**src/rtl/pio_edge_capture_pkg.sv**
```systemverilog
// Shared constants for the edge-capture PIO: bus address width and register map.
package pio_edge_capture_pkg;

    localparam int ADDR_W = 3;

    localparam logic [ADDR_W-1:0] ADDR_DATA      = 3'd0;
    localparam logic [ADDR_W-1:0] ADDR_RISE_EN   = 3'd1;
    localparam logic [ADDR_W-1:0] ADDR_IRQ_MASK  = 3'd2;
    localparam logic [ADDR_W-1:0] ADDR_EDGE_CAP  = 3'd3;
    localparam logic [ADDR_W-1:0] ADDR_FALL_EN   = 3'd4;
    localparam logic [ADDR_W-1:0] ADDR_DEB_LIMIT = 3'd5;

endpackage

```
**src/rtl/pio_input_filter.sv**
```systemverilog
// One input bit: synchroniser chain, optional debounce (PIO_EDGE_CAPTURE_DEBOUNCE_EN),
// and the filtered value with its one-cycle-delayed copy for edge detection.
module pio_input_filter #(
    parameter int SYNC_STAGES    = 2,
    parameter int DEBOUNCE_CNT_W = 16
) (
    input  logic                      clk,
    input  logic                      reset_n,
    input  logic                      in_bit,
    input  logic [DEBOUNCE_CNT_W-1:0] deb_limit,
    output logic                      filt,
    output logic                      filt_d
);

    logic [SYNC_STAGES-1:0] sync;
    logic                   s;

    assign s = sync[SYNC_STAGES-1];

    always_ff @(posedge clk or negedge reset_n) begin
        if (!reset_n) begin
            sync <= '0;
        end else begin
            sync <= {sync[SYNC_STAGES-2:0], in_bit};
        end
    end

`ifdef PIO_EDGE_CAPTURE_DEBOUNCE_EN
    logic [DEBOUNCE_CNT_W-1:0] cnt;

    // A new level must be seen on s for deb_limit+1 consecutive cycles before it is accepted.
    always_ff @(posedge clk or negedge reset_n) begin
        if (!reset_n) begin
            filt <= 1'b0;
            cnt  <= '0;
        end else if (s != filt) begin
            if (cnt == deb_limit) begin
                filt <= s;
                cnt  <= '0;
            end else begin
                cnt <= cnt + 1'b1;
            end
        end else begin
            cnt <= '0;
        end
    end
`else
    logic deb_limit_unused;
    assign deb_limit_unused = ^deb_limit;

    always_ff @(posedge clk or negedge reset_n) begin
        if (!reset_n) begin
            filt <= 1'b0;
        end else begin
            filt <= s;
        end
    end
`endif

    always_ff @(posedge clk or negedge reset_n) begin
        if (!reset_n) begin
            filt_d <= 1'b0;
        end else begin
            filt_d <= filt;
        end
    end

endmodule

```
**src/rtl/pio_edge_capture_ip.sv**
```systemverilog
// Avalon-MM input PIO with per-bit rise/fall edge capture, W1C clear and level irq.
// Debounce filtering and the DEB_LIMIT register exist only with PIO_EDGE_CAPTURE_DEBOUNCE_EN.
module pio_edge_capture_ip
    import pio_edge_capture_pkg::*;
#(
    parameter int WIDTH            = 8,
    parameter int SYNC_STAGES      = 2,
    parameter int DEBOUNCE_CNT_W   = 16,
    parameter int DEBOUNCE_DEFAULT = 0
) (
    input  logic              clk,
    input  logic              reset_n,
    input  logic [ADDR_W-1:0] address,
    input  logic              chipselect,
    input  logic              write_n,
    input  logic [31:0]       writedata,
    output logic [31:0]       readdata,
    input  logic [WIDTH-1:0]  in_port,
    output logic              irq
);

    localparam logic [DEBOUNCE_CNT_W-1:0] DEB_RST = DEBOUNCE_CNT_W'(DEBOUNCE_DEFAULT);

    logic                      wr_en;
    logic [WIDTH-1:0]          wdata;
    logic [WIDTH-1:0]          rise_en;
    logic [WIDTH-1:0]          fall_en;
    logic [WIDTH-1:0]          irq_mask;
    logic [WIDTH-1:0]          edge_cap;
    logic [WIDTH-1:0]          filt;
    logic [WIDTH-1:0]          filt_d;
    logic [WIDTH-1:0]          ev;
    logic [WIDTH-1:0]          cap_clr;
    logic [DEBOUNCE_CNT_W-1:0] deb_limit;
    logic [31:0]               rd_mux;
    logic                      writedata_unused;

    assign wr_en            = chipselect & ~write_n;
    assign wdata            = writedata[WIDTH-1:0];
    assign writedata_unused = ^{writedata, DEB_RST};

    for (genvar i = 0; i < WIDTH; i++) begin : g_bit
        pio_input_filter #(
            .SYNC_STAGES   (SYNC_STAGES),
            .DEBOUNCE_CNT_W(DEBOUNCE_CNT_W)
        ) u_filter (
            .clk      (clk),
            .reset_n  (reset_n),
            .in_bit   (in_port[i]),
            .deb_limit(deb_limit),
            .filt     (filt[i]),
            .filt_d   (filt_d[i])
        );
    end

    always_ff @(posedge clk or negedge reset_n) begin
        if (!reset_n) begin
            rise_en  <= '0;
            fall_en  <= '0;
            irq_mask <= '0;
        end else if (wr_en) begin
            case (address)
                ADDR_RISE_EN:  rise_en  <= wdata;
                ADDR_IRQ_MASK: irq_mask <= wdata;
                ADDR_FALL_EN:  fall_en  <= wdata;
                default: ;
            endcase
        end
    end

`ifdef PIO_EDGE_CAPTURE_DEBOUNCE_EN
    always_ff @(posedge clk or negedge reset_n) begin
        if (!reset_n) begin
            deb_limit <= DEB_RST;
        end else if (wr_en && address == ADDR_DEB_LIMIT) begin
            deb_limit <= writedata[DEBOUNCE_CNT_W-1:0];
        end
    end
`else
    assign deb_limit = '0;
`endif

    // Set has priority over the W1C clear so an edge landing on the clear cycle is kept.
    assign ev      = (filt & ~filt_d & rise_en) | (~filt & filt_d & fall_en);
    assign cap_clr = (wr_en && address == ADDR_EDGE_CAP) ? wdata : '0;

    always_ff @(posedge clk or negedge reset_n) begin
        if (!reset_n) begin
            edge_cap <= '0;
        end else begin
            edge_cap <= ev | (edge_cap & ~cap_clr);
        end
    end

    assign irq = |(edge_cap & irq_mask);

    always_comb begin
        rd_mux = '0;
        case (address)
            ADDR_DATA:      rd_mux[WIDTH-1:0] = filt;
            ADDR_RISE_EN:   rd_mux[WIDTH-1:0] = rise_en;
            ADDR_IRQ_MASK:  rd_mux[WIDTH-1:0] = irq_mask;
            ADDR_EDGE_CAP:  rd_mux[WIDTH-1:0] = edge_cap;
            ADDR_FALL_EN:   rd_mux[WIDTH-1:0] = fall_en;
`ifdef PIO_EDGE_CAPTURE_DEBOUNCE_EN
            ADDR_DEB_LIMIT: rd_mux[DEBOUNCE_CNT_W-1:0] = deb_limit;
`endif
            default: ;
        endcase
    end

    always_ff @(posedge clk or negedge reset_n) begin
        if (!reset_n) begin
            readdata <= '0;
        end else begin
            readdata <= rd_mux;
        end
    end

endmodule
```
**config.mk**
```make
export PLATFORM = sky130hd
export DESIGN_NAME = pio_edge_capture_ip
export DESIGN_NICKNAME = d
export VERILOG_FILES = /design/src/rtl/pio_edge_capture_pkg.sv /design/src/rtl/pio_input_filter.sv /design/src/rtl/pio_edge_capture_ip.sv
export SDC_FILE = /design/constraint.sdc
export NUM_CORES = 1
export LEC_CHECK = 0
export CORE_MARGIN = 1.5
export CORE_UTILIZATION = 25
export CTS_BUF_LIST = sky130_fd_sc_hd__clkbuf_8
export CTS_CLUSTER_SIZE = 25
export DETAILED_ROUTE_END_ITERATION = 10
export SLEW_MARGIN = 20
export SYNTH_ARGS = -nofsm -noshare
export SYNTH_HDL_FRONTEND = slang
export SYNTH_HIERARCHICAL = 1
export SYNTH_SLANG_ARGS = --single-unit
export TNS_END_PERCENT = 100
```
**constraint.sdc**
```tcl
create_clock -name clk -period 1.19 [get_ports clk]
set_clock_uncertainty 0.1 [all_clocks]
set_input_delay 0.1785 -clock clk [delete_from_list [all_inputs] [get_ports clk]]
set_output_delay 0.1785 -clock clk [all_outputs]
set_load 0.01 [all_outputs]
```
==> results of run 1 <==
-- layer usage --
metal  wire (um)  track usage (%)
met1        3110             15.1
met3         359             3.77
met4          32             3.54
met2        3230             19.1
met5           0                0
-- cell type report --
class	count	area, um2	area share (%)
timing repair buffer	73	668	16.8
sequential	72	1800	45.4
clock inverter	7	119	3.00
tap	143	179	4.51
inverter	9	33.8	0.851
clock buffer	9	124	3.12
multi-input combinational	127	1040	26.3
-- power by group through the flow --
stage	clock network (mW)	registers (mW)	logic, mW
2_1_floorplan	0	2.92	0.512
3_3_place_gp	0	2.95	0.907
3_5_place_dp	0	2.96	0.924
4_1_cts	2.44	2.93	0.961
5_1_grt	2.57	2.97	1.06
6_report	2.36	2.93	0.962
-- logic make-up after synthesis --
logic type,after synthesis,synth area share [%]
and+or+nand+nor,27,6.75
muxes,32,12.3
AOI/OAI and AO/OA,44,11.0
DFF,72,61.5
other,1,0.128
buffers and inverters,39,8.37
-- repair_timing --
item | in CTS | in global routing
endpoints found under the setup margin | 49 | 14
hold buffers | 1 | 0
buffers inserted | 2 | 2
pin swaps | 8 | 5
resized for setup | 85 | 7
gates cloned | 1 | 0
endpoints found under the hold margin | 72 | 0
-- synthesized netlist by cell type (all sizes together) --
cell / n / share of area [%]
nand2: 1 / 0.13
clkbuf: 2 / 0.30
nand4: 1 / 0.21
conb: 1 / 0.13
a32oi: 8 / 2.4
a22oi: 11 / 2.8
inv: 9 / 1.2
o21ai: 16 / 2.7
buf: 28 / 6.9
nand2b: 1 / 0.21
nand4b: 1 / 0.30
nor2: 1 / 0.13
a221o: 8 / 2.7
a2bb2oi: 1 / 0.30
dfrtp: 72 / 61
nor3b: 2 / 1.1
mux2: 32 / 12
nand3b: 8 / 2.0
or4: 1 / 0.26
and2b: 1 / 0.26
nor2b: 10 / 2.1
-- state kept, by name (all words and copies together) (netlist names) --
name / flops
edge_cap: 8
readdata: 8
g_bit.u_filter/sync: 16
g_bit.u_filter/filt_d: 8
g_bit.u_filter/filt: 8
rise_en: 8
fall_en: 8
irq_mask: 8
-- worst max-delay path: cells and delay by family (launching register included) --
family	cells	cell delay [ns]
flip-flops	1	0.41
AO/OA/AOI/OAI	1	0.22
buffers and inverters	1	0.17
AND/OR/NAND/NOR	1	0.13
-- through the flow --
step                      TNS [ns]  total power [mW]  area, um2  util [%]
after floorplan              -6.15              3.43       3060         -
after global placement      -26.72              3.86       3660      32.1
after detailed placement    -27.08              3.88       3660      32.1
after CTS                   -0.771              6.32       3960      34.7
after global routing         -1.28              6.60       3970      34.7
final                       -0.731              6.25       3970      34.7
-- path summary, 6_finish.rpt --
check	from	endpoint	cells past startpoint
min in group asynchronous	reset_n	g_bit[2].u_filter/sync[0]	2
worst min-delay path	in_port[1]	g_bit[1].u_filter/sync[0]	1
worst max-delay path	edge_cap[1]	irq	3
worst max register to register	edge_cap[1]	readdata[1]	4
max in group asynchronous	reset_n	rise_en[4]	3
worst min register to register	g_bit[5].u_filter/sync[0]	g_bit[5].u_filter/sync[1]	0
==> impl_metrics.toml, run 1 <==
[yosys]
netlist_area_um2 = 2930
avgSynthCellArea_um2 = 13.6
ys_ff_latch = 72
yosysUniqueCellTypes = 25
yosys_warnings = 6
synth_cells = 215
synth_seq_area_share_pct = 61.5

[timing]
finalSetupViolCount = 8
drv_slew = 0
fmax_mhz = 640
fin_crit_ns = 1.56
fin_crit_sh_pct = 131
rsz0062_at_grt = "true"
holdWs_ns = 0.167
hold_viol = 0
final.setup.worst_slack_ns = -0.373

[die]
die_area_um2 = 12400
fp.coreArea_um2 = 11400
num_rows = 39
fp.dieH_um = 111
pin_count = 80
die_x_um = 111
initial_core_util_pct = 25.7

[global_route]
overflow = 0
grt_max_degree = 25
grt_pass1_vias = 2114
grt_pass1_wl_um = 11200
antenna_found_initial = 0
grt_util_all_layers_pct = 11.8

[power]
combPwrFrac_pct = 15.4
pwr-share-seq_pct = 46.9
power.density_nw_per_um2 = 1580
p_int_mw = 4.71
power.share.clock_pct = 37.7
swShare_pct = 24.7
max-vdd-ir-drop_mv = 0.532
switchingPower_mw = 1.54
p_leak_nw = 1.79

[layout]
antennaDiodeCount = 0
finish.net_count = 339
fin_cells = 440
drive_gt1_share_pct = 38.0
fillers = 1135
area_growth_pct = 35.4
mostFrequentLayoutCell = "dfrtp_1"
layout_common_cells = "dfrtp_1, conb_1, mux2_2, buf_4, clkdlybuf4s50_1"

[drt]
drtIter0Drc = 82
drt_wl_total_um = 6730
drt_pass1_iterations = 4
num_vias = 1933
drt_drc_violations_left = 0
antenna_left = 0
drt-vias-per-instance = 4.39
drt-wirelength-per-cell_um = 15.3

[outcome]
violations = "setup timing"
status = "complete, but fails checks"

[critical_path]
cp_slowest_stage_delay_ns = 0.41
cp_cell_sequence = "a22oi_2, nand4_1, buf_2"
start_kind = "flop"
criticalPathCategory = "reg -> out"
critPathRequiredTime_ns = 0.91
cp_max_fo = 2
cp_data_arrival_time_ns = 1.28
slowest_stage = "dfrtp_1"
end_kind = "primary output"
worst-r2r-setup-slack_ns = -0.07

[place]
dpl_worst_slack_ns = -0.725
dpl.cell_count = 421
gp_congestion = 0.756
place_hpwl_um = 4490
io_buffers = 31

[clock_network]
clkTransAtPathRegs_ns = 0.09
tritoncts = "built"
cts_root_buf = "clkbuf_8"
clock_latency_ns = 0.35
clockBufferDepth = 2
clkSinkCount = 72
cts_buffers = 9
cts_htree_levels = 3

[run]
cap_violations = 0

[worst_hold_path]
holdCritPathClass = "in -> reg"
Power figures use the tool's default switching activity.
==> run 2, diff against run 1 <==
--- a/config.mk
+++ b/config.mk
@@ -5,9 +5,9 @@
 export SDC_FILE = /design/constraint.sdc
 export NUM_CORES = 1
 export LEC_CHECK = 0
+export CAP_MARGIN = 40
 export CORE_MARGIN = 1.5
 export CORE_UTILIZATION = 25
-export CTS_BUF_LIST = sky130_fd_sc_hd__clkbuf_8
 export CTS_CLUSTER_SIZE = 25
 export DETAILED_ROUTE_END_ITERATION = 10
 export SLEW_MARGIN = 20
==> impl_metrics.toml, run 2 (synthesis results as in run 1) <==
[global_route]
antenna_found_initial = 0
grt_max_degree = 25
grt_util_all_layers_pct = 11.7
grt_pass1_vias = 2091
overflow = 0
grt_pass1_wl_um = 11100

[critical_path]
cp_slowest_stage_delay_ns = 0.40
start_kind = "flop"
rr_startpoint = "edge_cap[2]"
cp_cell_sequence = "a22oi_2, nand4_1, buf_2"
end_kind = "primary output"
critPathRequiredTime_ns = 0.91
cp_data_arrival_time_ns = 1.26
cp_max_fo = 2
critPathLaunch = "edge_cap[1]"
criticalPathCategory = "reg -> out"
slowest_stage = "dfrtp_1"

[power]
p_int_mw = 5.41
swShare_pct = 23.3
max-vdd-ir-drop_mv = 0.599
power.density_nw_per_um2 = 1710
p_leak_nw = 1.87
finalPower_mw = 7.06
switchingPower_mw = 1.65
combPwrFrac_pct = 14.3
pwr-share-seq_pct = 41.7
power.share.clock_pct = 44.0

[timing]
drv_slew = 0
fin_crit_ns = 1.54
rsz0062_at_grt = "true"
fmax_mhz = 649
finalSetupViolCount = 8
fin_crit_sh_pct = 130
hold_viol = 0
final.setup.worst_slack_ns = -0.351

[drt]
drt_drc_violations_left = 0
drt-vias-per-instance = 4.40
drtIter0Drc = 97
drt-wirelength-per-cell_um = 15.5
drt_wl_total_um = 6860
drt_pass1_iterations = 4
num_vias = 1944
antenna_left = 0

[place]
dpl_worst_slack_ns = -0.725
dpl-instance-area_um2 = 3660
gp_congestion = 0.756
io_buffers = 31
place_hpwl_um = 4490

[layout]
area_growth_pct = 41.0
layout_common_cells = "dfrtp_1, conb_1, buf_4"
largest_register_ffs = 16
top_register = "g_bit.u_filter/sync"
antennaDiodeCount = 0
drive_gt1_share_pct = 40.1
finish.net_count = 341
final_util_pct = 36.2
design_area_um2 = 4130
fillers = 1125
mostFrequentLayoutCell = "dfrtp_1"

[outcome]
status = "complete, but fails checks"
violations = "setup timing"

[die]
fp.dieH_um = 111
num_rows = 39
die_x_um = 111
pin_count = 80
initial_core_util_pct = 25.7
fp.coreArea_um2 = 11400
die_area_um2 = 12400

[clock_network]
clockBufferDepth = 2
tritoncts = "built"
cts_buffers = 9
cts_root_buf = "clkbuf_16"
cts_htree_levels = 3
clock_latency_ns = 0.33
clkSinkCount = 72
clkTransAtPathRegs_ns = 0.06

[run]
cap_violations = 0

[worst_hold_path]
holdCritPathClass = "in -> reg"
min_from = "in_port[1]"
-- run 2: changes by cell type in the layout (fill, tap and decap cells not counted), moves of 2 or more --
cell,before,now
inv_1,9,7
mux2_2,23,18
clkbuf_16,0,9
buf_6,15,19
o21ai_2,0,2
clkbuf_8,9,0
mux2_4,9,14
-- run 2: final cells by class --
class,count,area [um2],area share (%)
sequential,72,1800,43.6
multi-input combinational,127,1080,26.1
timing repair buffer,75,694,16.8
clock buffer,10,229,5.54
tap,143,179,4.33
clock inverter,6,115,2.79
inverter,9,33.8,0.818
-- run 2: final timing paths --
check / to / slack [ns] / cells past startpoint
setup / recovery: irq / -0.35 / 3
hold / removal: g_bit[1].u_filter/sync[0] / 0.19 / 1
setup reg to reg: readdata[2] / -0.11 / 4
hold reg to reg: g_bit[5].u_filter/sync[1] / 0.24 / 0
max in group asynchronous: irq_mask[0] / 0.35 / 3
min in group asynchronous: g_bit[2].u_filter/sync[0] / 0.20 / 2
-- run 2: metrics by stage --
| stage | hold WS (ns) | cells | TNS (ns) |
|---|---|---|---|
| 3_3_place_gp | 0.0100 | 421 | -26.72 |
| 4_1_cts | 0.172 | 441 | -0.752 |
| 2_1_floorplan | -0.217 | 238 | -6.15 |
| 5_1_grt | 0.183 | 442 | -1.25 |
| 6_report | 0.188 | 442 | -0.780 |
| 3_5_place_dp | 0.00947 | 421 | -27.08 |
-- run 2: power by group through the flow --
stage | logic [mW] | registers (mW) | clock network (mW)
2_1_floorplan | 0.512 | 2.92 | 0
3_3_place_gp | 0.907 | 2.95 | 0
3_5_place_dp | 0.924 | 2.96 | 0
4_1_cts | 0.984 | 2.93 | 3.19
5_1_grt | 1.11 | 2.98 | 3.31
6_report | 1.01 | 2.94 | 3.11
-- run 2: per-layer routing --
metal / routed length [um] / GRT usage [%]
met5: 0 / 0
met1: 3200 / 15.2
met3: 293 / 3.77
met4: 59 / 3.29
met2: 3310 / 18.7
-- run 2: what timing repair did --
item,4_1_cts,5_1_grt
endpoints found under the setup margin,49,24
pin swaps,8,6
hold endpoints to repair,72,0
setup buffers,2,3
cloned,1,0
hold buffers,1,0
resized for setup,92,15
-- run 2: critical path: cells and delay by family (launching register included) --
| kind | cells | cell delay (ns) |
|---|---|---|
| simple gates | 1 | 0.13 |
| compound gates | 1 | 0.23 |
| buf+inv | 1 | 0.17 |
| flops | 1 | 0.40 |
